--- config.mk ---
export PLATFORM = sky130hd
export DESIGN_NAME = mem_bus_arbiter
export DESIGN_NICKNAME = d
export VERILOG_FILES = /design/src/rtl/mem_bus_arbiter.sv
export SDC_FILE = /design/constraint.sdc
export NUM_CORES = 1
export LEC_CHECK = 0
export BUFFER_PORTS_ARGS = -buffer_cell sky130_fd_sc_hd__buf_2
export CELL_PAD_IN_SITES_DETAIL_PLACEMENT = 1
export CELL_PAD_IN_SITES_GLOBAL_PLACEMENT = 1
export CORE_MARGIN = 5
export CORE_UTILIZATION = 32
export DETAILED_ROUTE_END_ITERATION = 10
export GPL_ROUTABILITY_DRIVEN = 0
export PLACE_DENSITY = 0.81
export SETUP_SLACK_MARGIN = 0.15
export SKIP_LAST_GASP = 1
export SLEW_MARGIN = 15
export SYNTH_ARGS = -nofsm -noshare
export SYNTH_HDL_FRONTEND = slang
export SYNTH_SLANG_ARGS = --single-unit
--- constraint.sdc ---
create_clock -name clk -period 3.05 [get_ports clk]
set_clock_uncertainty 0.15 [all_clocks]
set_input_delay 0.1525 -clock clk [delete_from_list [all_inputs] [get_ports clk]]
set_output_delay 0.1525 -clock clk [all_outputs]
set_load 0.01 [all_outputs]
--- src/rtl/mem_bus_arbiter.sv ---
// Two-master (CPU / DMA) arbiter for a single external memory bus with a fixed-length, wait-stated access cycle.
// Define MEM_ARB_ROUND_ROBIN_EN for round-robin on contention; otherwise the CPU has fixed priority.
module mem_bus_arbiter #(
    parameter int unsigned WAIT_STATES = 1,
    parameter int unsigned ADDR_W      = 16,
    parameter int unsigned DATA_W      = 8
) (
    input  logic              clk,
    input  logic              rst,
    input  logic              cpu_req,
    input  logic              cpu_we,
    input  logic [ADDR_W-1:0] cpu_addr,
    input  logic [DATA_W-1:0] cpu_wdata,
    output logic [DATA_W-1:0] cpu_rdata,
    output logic              cpu_ack,
    input  logic              dma_req,
    input  logic              dma_we,
    input  logic [ADDR_W-1:0] dma_addr,
    input  logic [DATA_W-1:0] dma_wdata,
    output logic [DATA_W-1:0] dma_rdata,
    output logic              dma_ack,
    output logic [ADDR_W-1:0] mem_addr,
    output logic [DATA_W-1:0] mem_wdata,
    input  logic [DATA_W-1:0] mem_rdata,
    output logic              n_mem_oe,
    output logic              n_mem_we,
    output logic              gnt_dma,
    output logic              busy
);

    typedef enum logic [1:0] {
        ST_IDLE    = 2'd0,
        ST_ACCESS  = 2'd1,
        ST_RELEASE = 2'd2
    } state_t;

    localparam logic [3:0] WAIT_INIT = 4'(WAIT_STATES);

    state_t              state_q;
    logic [3:0]          cnt_q;
    logic [ADDR_W-1:0]   addr_q;
    logic [DATA_W-1:0]   wdata_q;
    logic                we_q;
    logic                gnt_dma_q;
    logic                n_oe_q;
    logic                n_we_q;
    logic                cpu_ack_q;
    logic                dma_ack_q;
    logic                busy_q;
    logic [DATA_W-1:0]   cpu_rdata_q;
    logic [DATA_W-1:0]   dma_rdata_q;

    logic                win_dma_d;
    logic                win_we_d;
    logic [ADDR_W-1:0]   win_addr_d;
    logic [DATA_W-1:0]   win_wdata_d;

    // Pick the winning requester and mux its access fields for the grant edge
    always_comb begin
        win_dma_d = 1'b0;
        if (cpu_req && dma_req) begin
`ifdef MEM_ARB_ROUND_ROBIN_EN
            win_dma_d = ~gnt_dma_q;
`else
            win_dma_d = 1'b0;
`endif
        end else if (dma_req) begin
            win_dma_d = 1'b1;
        end else begin
            win_dma_d = 1'b0;
        end

        win_we_d    = cpu_we;
        win_addr_d  = cpu_addr;
        win_wdata_d = cpu_wdata;
        if (win_dma_d) begin
            win_we_d    = dma_we;
            win_addr_d  = dma_addr;
            win_wdata_d = dma_wdata;
        end else begin
            win_we_d    = cpu_we;
            win_addr_d  = cpu_addr;
            win_wdata_d = cpu_wdata;
        end
    end

    // Access FSM; strobes, acks, busy and read data are all registered here
    always_ff @(posedge clk or posedge rst) begin
        if (rst) begin
            state_q     <= ST_IDLE;
            cnt_q       <= 4'd0;
            addr_q      <= '0;
            wdata_q     <= '0;
            we_q        <= 1'b0;
            gnt_dma_q   <= 1'b1;
            n_oe_q      <= 1'b1;
            n_we_q      <= 1'b1;
            cpu_ack_q   <= 1'b0;
            dma_ack_q   <= 1'b0;
            busy_q      <= 1'b0;
            cpu_rdata_q <= '0;
            dma_rdata_q <= '0;
        end else begin
            case (state_q)
                ST_IDLE: begin
                    cpu_ack_q <= 1'b0;
                    dma_ack_q <= 1'b0;
                    if (cpu_req || dma_req) begin
                        gnt_dma_q <= win_dma_d;
                        addr_q    <= win_addr_d;
                        wdata_q   <= win_wdata_d;
                        we_q      <= win_we_d;
                        cnt_q     <= WAIT_INIT;
                        n_oe_q    <= win_we_d;
                        n_we_q    <= ~win_we_d;
                        busy_q    <= 1'b1;
                        state_q   <= ST_ACCESS;
                    end
                end
                ST_ACCESS: begin
                    if (cnt_q != 4'd0) begin
                        cnt_q <= cnt_q - 4'd1;
                    end else begin
                        n_oe_q  <= 1'b1;
                        n_we_q  <= 1'b1;
                        state_q <= ST_RELEASE;
                        if (gnt_dma_q) begin
                            dma_ack_q <= 1'b1;
                            if (!we_q) begin
                                dma_rdata_q <= mem_rdata;
                            end
                        end else begin
                            cpu_ack_q <= 1'b1;
                            if (!we_q) begin
                                cpu_rdata_q <= mem_rdata;
                            end
                        end
                    end
                end
                ST_RELEASE: begin
                    cpu_ack_q <= 1'b0;
                    dma_ack_q <= 1'b0;
                    busy_q    <= 1'b0;
                    state_q   <= ST_IDLE;
                end
                default: begin
                    n_oe_q    <= 1'b1;
                    n_we_q    <= 1'b1;
                    cpu_ack_q <= 1'b0;
                    dma_ack_q <= 1'b0;
                    busy_q    <= 1'b0;
                    state_q   <= ST_IDLE;
                end
            endcase
        end
    end

    assign cpu_rdata = cpu_rdata_q;
    assign dma_rdata = dma_rdata_q;
    assign cpu_ack   = cpu_ack_q;
    assign dma_ack   = dma_ack_q;
    assign mem_addr  = addr_q;
    assign mem_wdata = wdata_q;
    assign n_mem_oe  = n_oe_q;
    assign n_mem_we  = n_we_q;
    assign gnt_dma   = gnt_dma_q;
    assign busy      = busy_q;

endmodule

======== After elaboration in Yosys (flattened, before gate mapping) ========
Cells that the tools add are included.
cells by class
  add/sub/neg operators ................... 1
  equality and inequality tests ........... 7
  multiplexer cells ....................... 24
  bitwise gates (word level) .............. 6
  reductions and logical operators ........ 14
operators by type and width
  kind                 number
  $mux 16              1
  $mux 1               13
  $ne 2x2->1 const B   5
  $reduce_and 2->1     5
  $mux 4               2
  $mux 8               1
  $pmux 4 s2           1
  $reduce_and 4->1     2
  $not 1->1            6
  $pmux 1 s3           2
  $reduce_and 3->1     2
  $mux 2               2
  $pmux 2 s2           1
  $reduce_bool 4->1    1
  $sub 4x1->4 const B  1
  $eq 2x1->1 const B   1
  $eq 2x2->1 const B   1
  $logic_not 2->1      1
  $pmux 1 s2           1
  $reduce_bool 2->1    1
  $logic_and 1x1->1    1
  $logic_or 1x1->1     1
storage, ports and cells
  flip-flop bits (word level) ............. 53
  input port bits ......................... 62
  word-level logic and storage cells ...... 65

======== Logic depth before layout (Yosys ltp) ========
  depth in word-level cells ............... 6
  gate-level depth with buffers ........... 6
  mapped depth without buffers ............ 5

======== Worst setup path after synthesis ========
OpenSTA, ideal clock, no wires.
  kind .................................... reg-to-reg
  start point ............................. register cnt_q[0]
  end point ............................... register dma_rdata_q[0], in the netlist dma_rdata[0]
  library setup time ...................... 125 ps
  data arrival time ....................... 1920 ps
  setup slack ............................. 855 ps
  cell stages (with the launch flop) ...... 7
  path buffers ............................ 1
  period minus slack after synthesis ...... 2195 ps
  cell sequence ........................... dfrtp_1 inv_1 ha_1 or3b_4 or4_4 buf_6 mux2_4
on the way
  word-level cells in the longest chain between the ends .. 3
RTL lines
  what                               RTL line  text
  start, declared                    40        logic [3:0] cnt_q;
  start signal, assigned             122       cnt_q <= cnt_q - 4'd1;
  $reduce_bool 4->1                  121       if (cnt_q != 4'd0) begin
  $not 1->1 (no source line)         --
  $reduce_and 4->1 (no source line)  --
  end signal, assigned               130       dma_rdata_q <= mem_rdata;
  end, declared                      51        logic [DATA_W-1:0] dma_rdata_q;
Every way passes these cells.
A chain may end at the register's enable or synchronous reset.

======== Final worst setup path ========
  start point ............................. input port cpu_req
  end point ............................... register addr_q[0], in the netlist mem_addr[0]
on the way
  word-level cells in the longest chain between the ends .. 3
  elaborated cells between the ends (all ways) .. 5
RTL lines
  what                  RTL line  text
  start, declared       10        input logic cpu_req,
  $logic_and 1x1->1     61        if (cpu_req && dma_req) begin
  $mux 1                61
  $mux 16               76        if (win_dma_d) begin
  end signal, assigned  110       addr_q <= win_addr_d;
  end, declared         41        logic [ADDR_W-1:0] addr_q;
Several ways; a longest one is shown, not always the timed one.

==> impl_metrics.env <==
export IMPL_finish_utilization_pct=48.5
export IMPL_postSynthAreaPerCell_sq_um=11.8
export IMPL_final_period_utilization_pct=88.5
export IMPL_max_clock_freq_mhz=371
export IMPL_worst_pin_slew_ns=0.926
export IMPL_tns_ns=0
export IMPL_drive_above_1_share_pct=42.2
export IMPL_cts_tree="built"
export IMPL_clk_latency_ns=0.31
export IMPL_slew_limit_headroom_pct=38.1
export IMPL_p_leak_nw=1.69
export IMPL_drc=0
export IMPL_hp_start="dma_addr[3]"
export IMPL_h_tree_depth=2
export IMPL_arrival_ns=2.74
export IMPL_fin_hold_ws_ns=-0.00127
export IMPL_power_density_nw_per_um2=903
export IMPL_whs_path_depth=3
export IMPL_synth_edf_count=0
export IMPL_wirelength_um=8380
export IMPL_fillCellCount=841
export IMPL_grt_overflow_total=0
export IMPL_crit_required_ns=3.09
export IMPL_drt_first_pass_iters=4
export IMPL_rows=31
export IMPL_path_max_fanout=25
export IMPL_yosysWarnings=0
export IMPL_r2r_end="cpu_rdata[2]"
export IMPL_setup_ws_ns=0.352
export IMPL_whs_endpoint="mem_addr[3]"
export IMPL_io_pins=108
export IMPL_criticalPathCategory="in2reg"
export IMPL_clockBufferDepth=2
export IMPL_placed_cell_area_sq_um=3030
export IMPL_grt_start_max_net_pins=54
export IMPL_syn_area_sq_um=2400
export IMPL_synth_ff_type="dfrtp_1"
export IMPL_ir_worst_vdd_v=0.000355
export IMPL_synth_seq_area_share_pct=55.3
export IMPL_core_area_sq_um=7290
export IMPL_status="finished with violations"
export IMPL_clk_pin_slew_ns=0.10
export IMPL_grt_pass1_wl_um=13200
export IMPL_synthCells=204
export IMPL_finalCriticalPeriod_ns=2.70
export IMPL_busiest_layer="met2"
export IMPL_yosys_area_top_type_share_pct=52.0
export IMPL_rsz0062_at_grt="no"
export IMPL_cts_buffers=5
export IMPL_antenna_found_initial=0
export IMPL_critPathLaunchType="primary input"
export IMPL_cts_sinks=53
export IMPL_synth_common_cells="o21ai_0 (52), dfrtp_1 (50), mux2i_1 (24)"
export IMPL_syn_num_nets=267
export IMPL_initial_core_util_pct=33.0
export IMPL_cts_root_buf="clkbuf_8"
export IMPL_r2r_start="cnt_q[0]"
export IMPL_fp_dieW_um=96.7
export IMPL_grt_usage_pct=17.2
export IMPL_die_area_sq_um=9350
export IMPL_setup_viol=0
export IMPL_synth_area_leaders="dfrtp_1 (52%), o21ai_0 (11%), mux2i_1 (10%)"
export IMPL_die_h_um=96.7
export IMPL_max_cap_viol_count=0
export IMPL_global_route_usage_met2_pct=31.9
export IMPL_hold_viol_final=1
export IMPL_fin_nets=410
export IMPL_area_delta_synth_final_pct=47.0
export IMPL_dp_worst_setup_slack_ns=0.745
export IMPL_diodes=0
export IMPL_wire_per_inst_um=18.7
export IMPL_viasPerCell=5.04
export IMPL_vias=2251
export IMPL_synth_most_common_cell="o21ai_0"
export IMPL_fin_area_sq_um=3540
export IMPL_maxSlewViolCount=0
export IMPL_ff2ff_setup_slack_ns=0.70
export IMPL_synthArstFlopShare_pct=100
export IMPL_violations="negative hold slack"
export IMPL_grt_util_met3_pct=4.39
export IMPL_ant_nets=0
export IMPL_drt_initial_drc_count=103
export IMPL_yosys_area_top_type="dfrtp_1"
export IMPL_ys_types=34
export IMPL_cp_end_kind="flop"
export IMPL_synth_seq_cells=53
export IMPL_grt_pass1_vias=2552
export IMPL_total_power_mw=3.19
export IMPL_hpwl_um=5100
export IMPL_rr_worst_depth=5
export IMPL_use_met1_pct=19.9
export IMPL_port_buffers=107
export IMPL_hold_path_class="in2reg"
-- routing by layer --
metal  vias up  part of all wire [%]  wire (um)
met3        16                   6.8        570
met5         -                     0          0
met1      1123                    38       3170
met4         0                   2.4        201
met2        86                    53       4440
li1       1026                     -          -
-- where the power goes --
part | internal (mW) | switching (mW) | total, mW
registers | 1.05 | 0.226 | 1.28
clock network | 0.246 | 0.242 | 0.489
logic | 0.641 | 0.785 | 1.43
total | 1.94 | 1.25 | 3.19
-- cell families after synthesis --
| logic type | count (synthesis) | share of synthesized area (%) |
|---|---|---|
| AOI/OAI and AO/OA | 66 | 14.6 |
| adders and majority gates | 1 | 0.520 |
| buffers and inverters | 19 | 3.38 |
| DFF | 53 | 55.3 |
| muxes | 41 | 19.2 |
| and+or+nand+nor | 24 | 6.97 |
-- state kept, by name (all words and copies together), names as in the netlist --
name,count
busy,1
cnt_q,4
cpu_ack,1
cpu_rdata,8
dma_ack,1
dma_rdata,8
gnt_dma,1
mem_addr,16
mem_wdata,8
n_mem_oe,1
n_mem_we,1
state_q,2
we_q,1
-- critical path, stage by stage --
cell	delay, ns
dlygate4sd3_1	0.54
buf_2	0.18
nor2b_4	0.74
mux2i_1	0.42
dlygate4sd3_1	0.61
o21ai_0	0.09
-- cell usage in the layout (no fill, tap or decap), types with 2 or more instances in the layout --
cell type | synthesis | final
dfrtp_1 | 50 | 50
o21ai_1 | 2 | 2
buf_2 | 2 | 107
nor2_1 | 8 | 8
inv_1 | 7 | 6
a21oi_1 | 6 | 6
clkbuf_8 | 0 | 5
clkinv_2 | 0 | 2
a22o_1 | 2 | 2
mux2_4 | 8 | 8
buf_4 | 0 | 2
mux2_2 | 9 | 9
o21ai_0 | 52 | 52
dlygate4sd3_1 | 0 | 39
mux2i_1 | 24 | 24
nor3b_1 | 2 | 2
dfstp_2 | 3 | 3
-- worst max path at each step --
stage               startpoint      endpoint  slack [ns]  cells past startpoint
CTS                    cpu_req   mem_addr[4]        0.60                      6
detailed placement    cnt_q[0]  cpu_rdata[2]        0.74                      5
finish                 cpu_req   mem_addr[0]        0.35                      6
global placement      cnt_q[0]  dma_rdata[0]        0.83                      5
floorplan             cnt_q[0]  dma_rdata[0]        0.86                      6
global route           cpu_req   mem_addr[0]        0.26                      6
-- area by class of cell --
| class | instances | area, sq um | share of cell area, % |
|---|---|---|---|
| sequential | 53 | 1330 | 37.6 |
| multi-input combinational | 132 | 1000 | 28.3 |
| inverter | 7 | 27.5 | 0.778 |
| timing repair buffer | 148 | 941 | 26.6 |
| tap | 99 | 124 | 3.50 |
| clock inverter | 3 | 43.8 | 1.24 |
| clock buffer | 5 | 68.8 | 1.95 |
-- what timing repair did --
action                                 4_1_cts  5_1_grt
endpoints found under the hold margin       31       51
resized for setup                            0        0
buffers inserted                             0        0
hold buffers                                36        3
-- stage by stage --
step / hold WS (ns) / cells
after floorplan: 0.0537 / 204
after global placement: 0.254 / 400
after detailed placement: 0.257 / 400
after CTS: 0.000667 / 444
after global routing: 0.00272 / 447
final: -0.00127 / 447
Power figures use the tool's default switching activity.
